<file path="config.mk">
export PLATFORM = sky130hd
export DESIGN_NAME = rf_wb_arbiter
export DESIGN_NICKNAME = d
export VERILOG_FILES = /design/src/rtl/rf_pkg.sv /design/src/rtl/rr_arb2.sv /design/src/rtl/rf_wb_arbiter.sv
export SDC_FILE = /design/constraint.sdc
export NUM_CORES = 1
export LEC_CHECK = 0
export ABC_CLOCK_PERIOD_IN_PS = 2250
export CAP_MARGIN = 15
export CORE_MARGIN = 3
export CORE_UTILIZATION = 40
export CTS_CLUSTER_SIZE = 28
export DETAILED_ROUTE_END_ITERATION = 6
export MAX_ROUTING_LAYER = met4
export PLACE_DENSITY = 0.86
export SLEW_MARGIN = 20
export SYNTH_ARGS = -nofsm -noshare
export SYNTH_HDL_FRONTEND = slang
export SYNTH_SLANG_ARGS = --single-unit
</file>
<file path="constraint.sdc">
create_clock -name clk -period 2.25 [get_ports clk]
set_input_delay 0.225 -clock clk [delete_from_list [all_inputs] [get_ports clk]]
set_output_delay 0.225 -clock clk [all_outputs]
set_load 0.01 [all_outputs]
</file>
<file path="src/rtl/rf_pkg.sv">
// Shared register-file definitions: default widths and requester identifiers,
// used by the write-back arbiter and the register file itself.
package rf_pkg;

  localparam int RF_ADDR_W = 5;
  localparam int RF_DATA_W = 32;
  localparam int RF_CNT_W  = 16;

  typedef enum logic {
    REQ0 = 1'b0,
    REQ1 = 1'b1
  } req_id_t;

endpackage

</file>
<file path="src/rtl/rr_arb2.sv">
// Two-way round-robin arbiter: combinational grants plus the last_grant pointer,
// which only moves when a grant actually completes a transfer.
module rr_arb2
  import rf_pkg::*;
(
  input  logic clk,
  input  logic reset,
  input  logic hold,
  input  logic valid0,
  input  logic valid1,
  output logic grant0,
  output logic grant1,
  output logic conflict
);

  req_id_t last_grant;

  always_ff @(posedge clk or negedge reset) begin
    if (!reset) begin
      last_grant <= REQ1;
    end else if (grant0) begin
      last_grant <= REQ0;
    end else if (grant1) begin
      last_grant <= REQ1;
    end
  end

  // Grants are gated by reset so no ready is ever shown while in reset.
  always_comb begin
    grant0 = 1'b0;
    grant1 = 1'b0;
    if (reset && !hold) begin
      if (valid0 && valid1) begin
        if (last_grant == REQ1) begin
          grant0 = 1'b1;
        end else begin
          grant1 = 1'b1;
        end
      end else begin
        grant0 = valid0;
        grant1 = valid1;
      end
    end
  end

  assign conflict = valid0 & valid1 & ~hold;

endmodule

</file>
<file path="src/rtl/rf_wb_arbiter.sv">
// Register-file write-back arbiter: two requesters share one write port; the
// accepted write is registered one cycle later and refused ties are counted.
module rf_wb_arbiter
  import rf_pkg::*;
#(
  parameter int ADDR_W = RF_ADDR_W,
  parameter int DATA_W = RF_DATA_W,
  parameter int CNT_W  = RF_CNT_W
) (
  input  logic              clk,
  input  logic              reset,
  input  logic              hold,
  input  logic              req0_valid,
  input  logic [ADDR_W-1:0] req0_addr,
  input  logic [DATA_W-1:0] req0_data,
  input  logic              req1_valid,
  input  logic [ADDR_W-1:0] req1_addr,
  input  logic [DATA_W-1:0] req1_data,
  output logic              req0_ready,
  output logic              req1_ready,
  output logic              rf_we,
  output logic [ADDR_W-1:0] rf_wa,
  output logic [DATA_W-1:0] rf_wd,
  output logic [CNT_W-1:0]  conflict_cnt
);

  logic              grant0;
  logic              grant1;
  logic              conflict;
  logic              xfer;
  logic [ADDR_W-1:0] sel_addr;
  logic [DATA_W-1:0] sel_data;

  rr_arb2 u_arb (
    .clk      (clk),
    .reset    (reset),
    .hold     (hold),
    .valid0   (req0_valid),
    .valid1   (req1_valid),
    .grant0   (grant0),
    .grant1   (grant1),
    .conflict (conflict)
  );

  assign req0_ready = grant0;
  assign req1_ready = grant1;
  assign xfer       = grant0 | grant1;
  assign sel_addr   = grant1 ? req1_addr : req0_addr;
  assign sel_data   = grant1 ? req1_data : req0_data;

  // Register 0 is hardwired zero: its transfers complete but never write.
  always_ff @(posedge clk or negedge reset) begin
    if (!reset) begin
      rf_we <= 1'b0;
      rf_wa <= '0;
      rf_wd <= '0;
    end else begin
      rf_we <= xfer && (sel_addr != '0);
      if (xfer && (sel_addr != '0)) begin
        rf_wa <= sel_addr;
        rf_wd <= sel_data;
      end
    end
  end

  always_ff @(posedge clk or negedge reset) begin
    if (!reset) begin
      conflict_cnt <= '0;
    end else if (conflict && (conflict_cnt != '1)) begin
      conflict_cnt <= conflict_cnt + CNT_W'(1);
    end
  end

endmodule
</file>
==> flow_metrics.env, run 1 <==
export IMPL_status="completed"
export IMPL_yosysSeqAreaShare_pct=52.5
export IMPL_slew_viol_final=0
export IMPL_synth_top_family_by_area="simple AND/OR/NAND/NOR gates"
export IMPL_p_total_uw=2860
export IMPL_routed_wl_um=6990
export IMPL_io_pins=135
export IMPL_num_rows=28
export IMPL_ctsLongestPathBuffers=2
export IMPL_grt_use_total_pct=19.3
export IMPL_clk_latency_ns=0.30
export IMPL_clock_fmax_ghz=0.471
export IMPL_grt_pass1_vias=2414
export IMPL_min_period_over_period_pct=94.4
export IMPL_num_antenna_cells=0
export IMPL_hold_class="input pin to flop"
export IMPL_setup_viol_count_final=0
export IMPL_dieArea_mm2=0.00756
export IMPL_grt_max_degree=54
export IMPL_rrSetupSlack_ns=0.35
export IMPL_cp_max_fo=4
export IMPL_antenna_left=0
export IMPL_syn_instance_count=278
export IMPL_grt_pass1_wl_um=11300
export IMPL_drtIter0Drc=98
export IMPL_fin_hold_ws_ns=0.473
export IMPL_core_area_mm2=0.00613
export IMPL_synth_top_cells_by_area="dfrtp_1 (52%), nand2_1 (10%), a31oi_1 (7.6%)"
export IMPL_crit_type="input pin to primary output"
export IMPL_syn_avg_cell_area_um2=9.43
export IMPL_p_leak_uw=0.00175
export IMPL_worst_pin_slew_ns=0.459
export IMPL_synth_simple_gate_area_share_pct=21.9
export IMPL_worstHoldPathCells=3
export IMPL_path_clk_slew_ns=0.10
export IMPL_synth_fa_ha_area_share_pct=0.477
export IMPL_synth_area_mux_share_pct=3.53
export IMPL_ir_drop_v=0.000508
export IMPL_maxSlewHeadroom_pct=69.4
export IMPL_hold_buffers=1
export IMPL_fin_skew_ns=0.00520
export IMPL_ys_ff_latch=55
export IMPL_reg2reg_to="conflict_cnt[14]$_DFFE_PN0P_"
export IMPL_syn_to_final_growth_pct=59.6
export IMPL_post_cts_setup_buffers=0
export IMPL_hold_path_startpoint="req1_data[23]"
export IMPL_die_h_um=87.0
export IMPL_rsz0062_at_grt="no"
export IMPL_start_util_pct=42.8
export IMPL_drc=0
export IMPL_critPathArrivalTime_ns=1.90
export IMPL_reg2reg_depth=6
export IMPL_cts_sinks=55
export IMPL_grt_antenna_before_repair=0
export IMPL_power_density_mw_per_mm2=683
export IMPL_r2r_start="conflict_cnt[0]$_DFFE_PN0P_"
export IMPL_synthesis_nets=358
export IMPL_hold_end="rf_wd[23]$_DFFE_PN0P_"
export IMPL_yosys_area_top_type="dfrtp_1"
export IMPL_cts_tree="done"
export IMPL_cts_root_buf="clkbuf_8"
export IMPL_cts_resized=0
export IMPL_synth_xor_area_share_pct=4.34
export IMPL_die_x_um=87.0
export IMPL_place_hpwl_um=5460
export IMPL_synth_cell_types=36
export IMPL_drt_pass1_iter_count=4
export IMPL_setup_tns_ns=0
export IMPL_drv_cap=0
export IMPL_portBuffers=134
export IMPL_cts_made_buffers=5
export IMPL_syn_area_mm2=0.00262
export IMPL_critPathCaptureType="primary output"
export IMPL_startpoint_type="input pin"
export IMPL_vias_per_cell=5.07
export IMPL_required_ns=2.03
export IMPL_synth_compound_area_share_pct=13.6
export IMPL_period_needed_ns=2.12
export IMPL_drive_gt1_share_pct=6.75
export IMPL_vias=2485
export IMPL_grt_overflow=0
export IMPL_place_gp_congestion=0.787
export IMPL_htreeDepth=2
export IMPL_fin_nets=494
export IMPL_ys_warn_count=0
export IMPL_timing_final_hold_violations=0
export IMPL_wire_per_inst_um=14.3
export IMPL_yosys_area_top_type_share_pct=51.5
[area by class of cell]
cell class | instances | area [um2]
inverter | 5 | 18.8
multi-input combinational | 203 | 1150
tap | 75 | 93.8
sequential | 55 | 1380
clock inverter | 2 | 35.0
clock buffer | 6 | 82.6
fill | 471 | 1940
timing repair buffer | 144 | 1430
[cell usage after synthesis, drive strengths merged]
cell,number
a21o,1
a311oi,1
inv,5
nand3b,3
buf,9
dfstp,1
nand3,8
clkbuf,6
o22ai,2
nor2b,2
xor2,2
mux2,2
a21oi,3
nand2b,1
and3,3
nand4,2
ha,1
o21ai,4
nand2,71
a2111oi,1
mux2i,7
a31oi,33
dfrtp,54
nor2,40
or2,1
or4,2
xnor2,11
and2,1
a211oi,1
[through the flow]
step	cell area, um2	util (%)	cells	setup WS [ns]
floorplan	2620	-	278	0.509
global placement	4060	66.2	481	0.194
detailed placement	4060	66.2	481	0.145
CTS	4190	68.3	490	0.137
global route	4190	68.3	490	0.00629
finish	4190	68.3	490	0.125
[sequential cells by signal, summed over array words and instances (netlist names)]
name,cells
rf_wa,5
rf_we,1
rf_wd,32
conflict_cnt,16
u_arb.last_grant,1
[power by group]
group          internal [uW]  switching, uW
registers               1160            134
clock network            361            320
logic                    532            354
total                   2050            809
[critical path, cell delays in order]
cell and delay, ns:
dlygate4sd3_1 0.52, buf_2 0.17, nor2b_1 0.17, nand2_1 0.08, a21oi_1 0.17, clkdlybuf4s50_1 0.56
[cells by family (layout without fill, tap and decap cells)]
group	after synthesis	after routing
flops	55	55
mux	9	9
simple gates	134	134
xor+xnor	13	13
compound gates	46	46
buf+inv	20	157
fa+ha+maj	1	1
[cells in the final DEF (no fill, tap or decap), types with 4 or more instances in the layout]
| cell type | count |
|---|---|
| xnor2_1 | 11 |
| inv_1 | 4 |
| mux2i_1 | 7 |
| nand2_1 | 71 |
| buf_4 | 8 |
| a31oi_1 | 32 |
| nand3_1 | 8 |
| nor2_1 | 39 |
| clkdlybuf4s50_1 | 133 |
| dfrtp_1 | 54 |
| clkbuf_8 | 6 |
[per-layer routing]
metal  up-vias  global-route usage (%)  routed length [um]
li1       1215                       -                   -
met3        10                    5.96                 632
met2       105                    30.7                3290
met5         -                       -                   0
met4         0                    4.25                  98
met1      1155                    24.4                2960
[how the worst max path moves through the flow]
stage / depth (start not counted) / end / start / slack (ns)
after global placement: 7 / rf_wd[0]$_DFFE_PN0P_ / req1_addr[2] / 0.19
after CTS: 6 / req0_ready / reset / 0.14
after detailed placement: 7 / rf_wd[28]$_DFFE_PN0P_ / req1_addr[2] / 0.15
after floorplan: 6 / conflict_cnt[14]$_DFFE_PN0P_ / conflict_cnt[0]$_DFFE_PN0P_ / 0.51
final: 6 / req0_ready / reset / 0.13
after global routing: 6 / req0_ready / reset / 0.006
No activity file was read; power rests on OpenSTA's default activity.
==> run 2, diff against run 1 <==
--- a/config.mk
+++ b/config.mk
@@ -7,7 +7,6 @@
 export LEC_CHECK = 0
 export ABC_CLOCK_PERIOD_IN_PS = 2250
 export CAP_MARGIN = 15
-export CORE_MARGIN = 3
 export CORE_UTILIZATION = 40
 export CTS_CLUSTER_SIZE = 28
 export DETAILED_ROUTE_END_ITERATION = 6
==> run 2 against run 1 <==
Against the previous run:
- count of clock-buffer cells in the layout unchanged
- core utilization down 3.2 points
- power down 6.3%
- register-to-register slack about the same
==> flow_metrics.env, run 2 (synthesized netlist as in run 1, its figures left out) <==
export IMPL_status="completed"
export IMPL_utilization_pct=65.1
export IMPL_cts_tree="done"
export IMPL_period_needed_ns=2.16
export IMPL_setup_viol_count_final=0
export IMPL_final_cell_mix="clkdlybuf4s50_1 (133), nand2_1 (71), dfrtp_1 (54)"
export IMPL_drt_pass1_iter_count=4
export IMPL_cts_sinks=55
export IMPL_clk_latency_ns=0.29
export IMPL_syn_to_final_growth_pct=57.5
export IMPL_min_period_over_period_pct=95.9
export IMPL_met3_usage_pct=4.08
export IMPL_vias_per_cell=4.99
export IMPL_startpoint_type="input pin"
export IMPL_grt_use_total_pct=21.2
export IMPL_grt_pass1_vias=2490
export IMPL_timing_final_hold_violations=0
export IMPL_grt_pass1_wl_um=11500
export IMPL_power_density_mw_per_mm2=649
export IMPL_path_clk_slew_ns=0.09
export IMPL_portBuffers=134
export IMPL_ir_drop_v=0.000429
export IMPL_crit_type="input pin to primary output"
export IMPL_die_x_um=83.0
export IMPL_ctsLongestPathBuffers=2
export IMPL_place_gp_congestion=0.804
export IMPL_htreeDepth=2
export IMPL_worst_pin_slew_ns=0.565
export IMPL_grt_antenna_before_repair=0
export IMPL_mostFrequentLayoutCell="clkdlybuf4s50_1"
export IMPL_grt_overflow=0
export IMPL_grt_max_degree=58
export IMPL_clock_fmax_ghz=0.464
export IMPL_grt_busiest_layer="met2"
export IMPL_drive_gt1_share_pct=5.35
export IMPL_post_cts_setup_buffers=0
export IMPL_num_rows=29
export IMPL_fin_skew_ns=0.00523
export IMPL_slew_viol_final=0
export IMPL_hold_class="input pin to asynchronous set/reset pin"
export IMPL_fin_nets=492
export IMPL_wire_per_inst_um=14.2
export IMPL_io_pins=135
export IMPL_largest_register="rf_wd"
export IMPL_cpPeakStageDelay_ns=0.53
export IMPL_critPathArrivalTime_ns=1.93
export IMPL_grt_use_met1_pct=25.9
export IMPL_grt_use_met2_pct=36.1
export IMPL_required_ns=2.03
export IMPL_drv_cap=0
export IMPL_cp_max_fo=16
export IMPL_drtIter0Drc=69
export IMPL_start_util_pct=41.3
export IMPL_critPathCaptureType="primary output"
export IMPL_p_leak_uw=0.00172
export IMPL_dieArea_mm2=0.00688
export IMPL_largestRegisters="rf_wd (32), conflict_cnt (16), rf_wa (5)"
export IMPL_cts_root_buf="clkbuf_8"
export IMPL_p_total_uw=2680
export IMPL_maxSlewHeadroom_pct=62.3
export IMPL_rsz0062_at_grt="no"
export IMPL_setup_tns_ns=0
export IMPL_path_cells="dlygate4sd3_1, buf_2, nand3b_4, a21o_4, inv_2, clkdlybuf4s50_1"
export IMPL_place_hpwl_um=5260
export IMPL_die_h_um=83.0
export IMPL_routed_wl_um=6910
export IMPL_num_antenna_cells=0
export IMPL_fin_hold_ws_ns=0.472
export IMPL_core_area_mm2=0.00635
export IMPL_largest_register_ffs=32
export IMPL_slowest_stage="clkdlybuf4s50_1"
export IMPL_cts_made_buffers=5
export IMPL_antenna_left=0
export IMPL_vias=2437
export IMPL_drc=0
run 2: cell types whose count changed in the layout (fill, tap and decap cells not counted):
cell / delta
buf_4: -3
bufinv_16: -1
clkbuf_1: +1
clkbuf_8: -1
clkinv_2: -1
dlygate4sd3_1: +1
run 2: per-stage QoR:
step / instances / area (um2) / worst slack (ns)
detailed placement: 480 / 4040 / 0.121
CTS: 488 / 4130 / 0.0838
finish: 488 / 4130 / 0.0932
global route: 488 / 4130 / 0.0120
global placement: 480 / 4040 / 0.186
floorplan: 278 / 2620 / 0.509
run 2: per-layer routing:
layer / wire length (um) / vias up
li1: - / 1201
met1: 3010 / 1134
met2: 3460 / 92
met3: 343 / 10
met4: 93 / 0
met5: 0 / -
run 2: what timing repair did:
item | CTS | global route
hold buffers | 2 | 0
endpoints found under the hold margin | 9 | 0
gates resized for setup | 0 | 0
run 2: layout make-up:
cell class	instances	area [um2]
Fill cell	563	2220
Tap cell	77	96.3
Sequential cell	55	1380
Inverter	5	18.8
Multi-Input combinational cell	203	1150
Clock buffer	6	72.6
Timing Repair Buffer	142	1410
run 2: report_power, final:
group	switching (uW)	total [uW]	internal (uW)
clock network	288	497	209
logic	355	885	529
registers	138	1300	1160
total	782	2680	1900
run 2: worst paths after layout:
path	from	end	slack [ns]	depth (start not counted)
min in group clk	req1_data[17]	rf_wd[17]$_DFFE_PN0P_	0.48	3
hold reg to reg	conflict_cnt[9]$_DFFE_PN0P_	conflict_cnt[9]$_DFFE_PN0P_	0.50	1
setup reg to reg	conflict_cnt[0]$_DFFE_PN0P_	conflict_cnt[14]$_DFFE_PN0P_	0.34	6
max in group asynchronous	reset	rf_wd[28]$_DFFE_PN0P_	0.90	3
setup / recovery	reset	req1_ready	0.09	6
hold / removal	reset	u_arb.last_grant$_DFFE_PN1P_	0.47	2
run 2: critical path: cells and delay by family:
kind	cells	cell delay [ns]
AND/OR/NAND/NOR	1	0.11
AO/OA/AOI/OAI	1	0.28
buffers and inverters	4	1.32
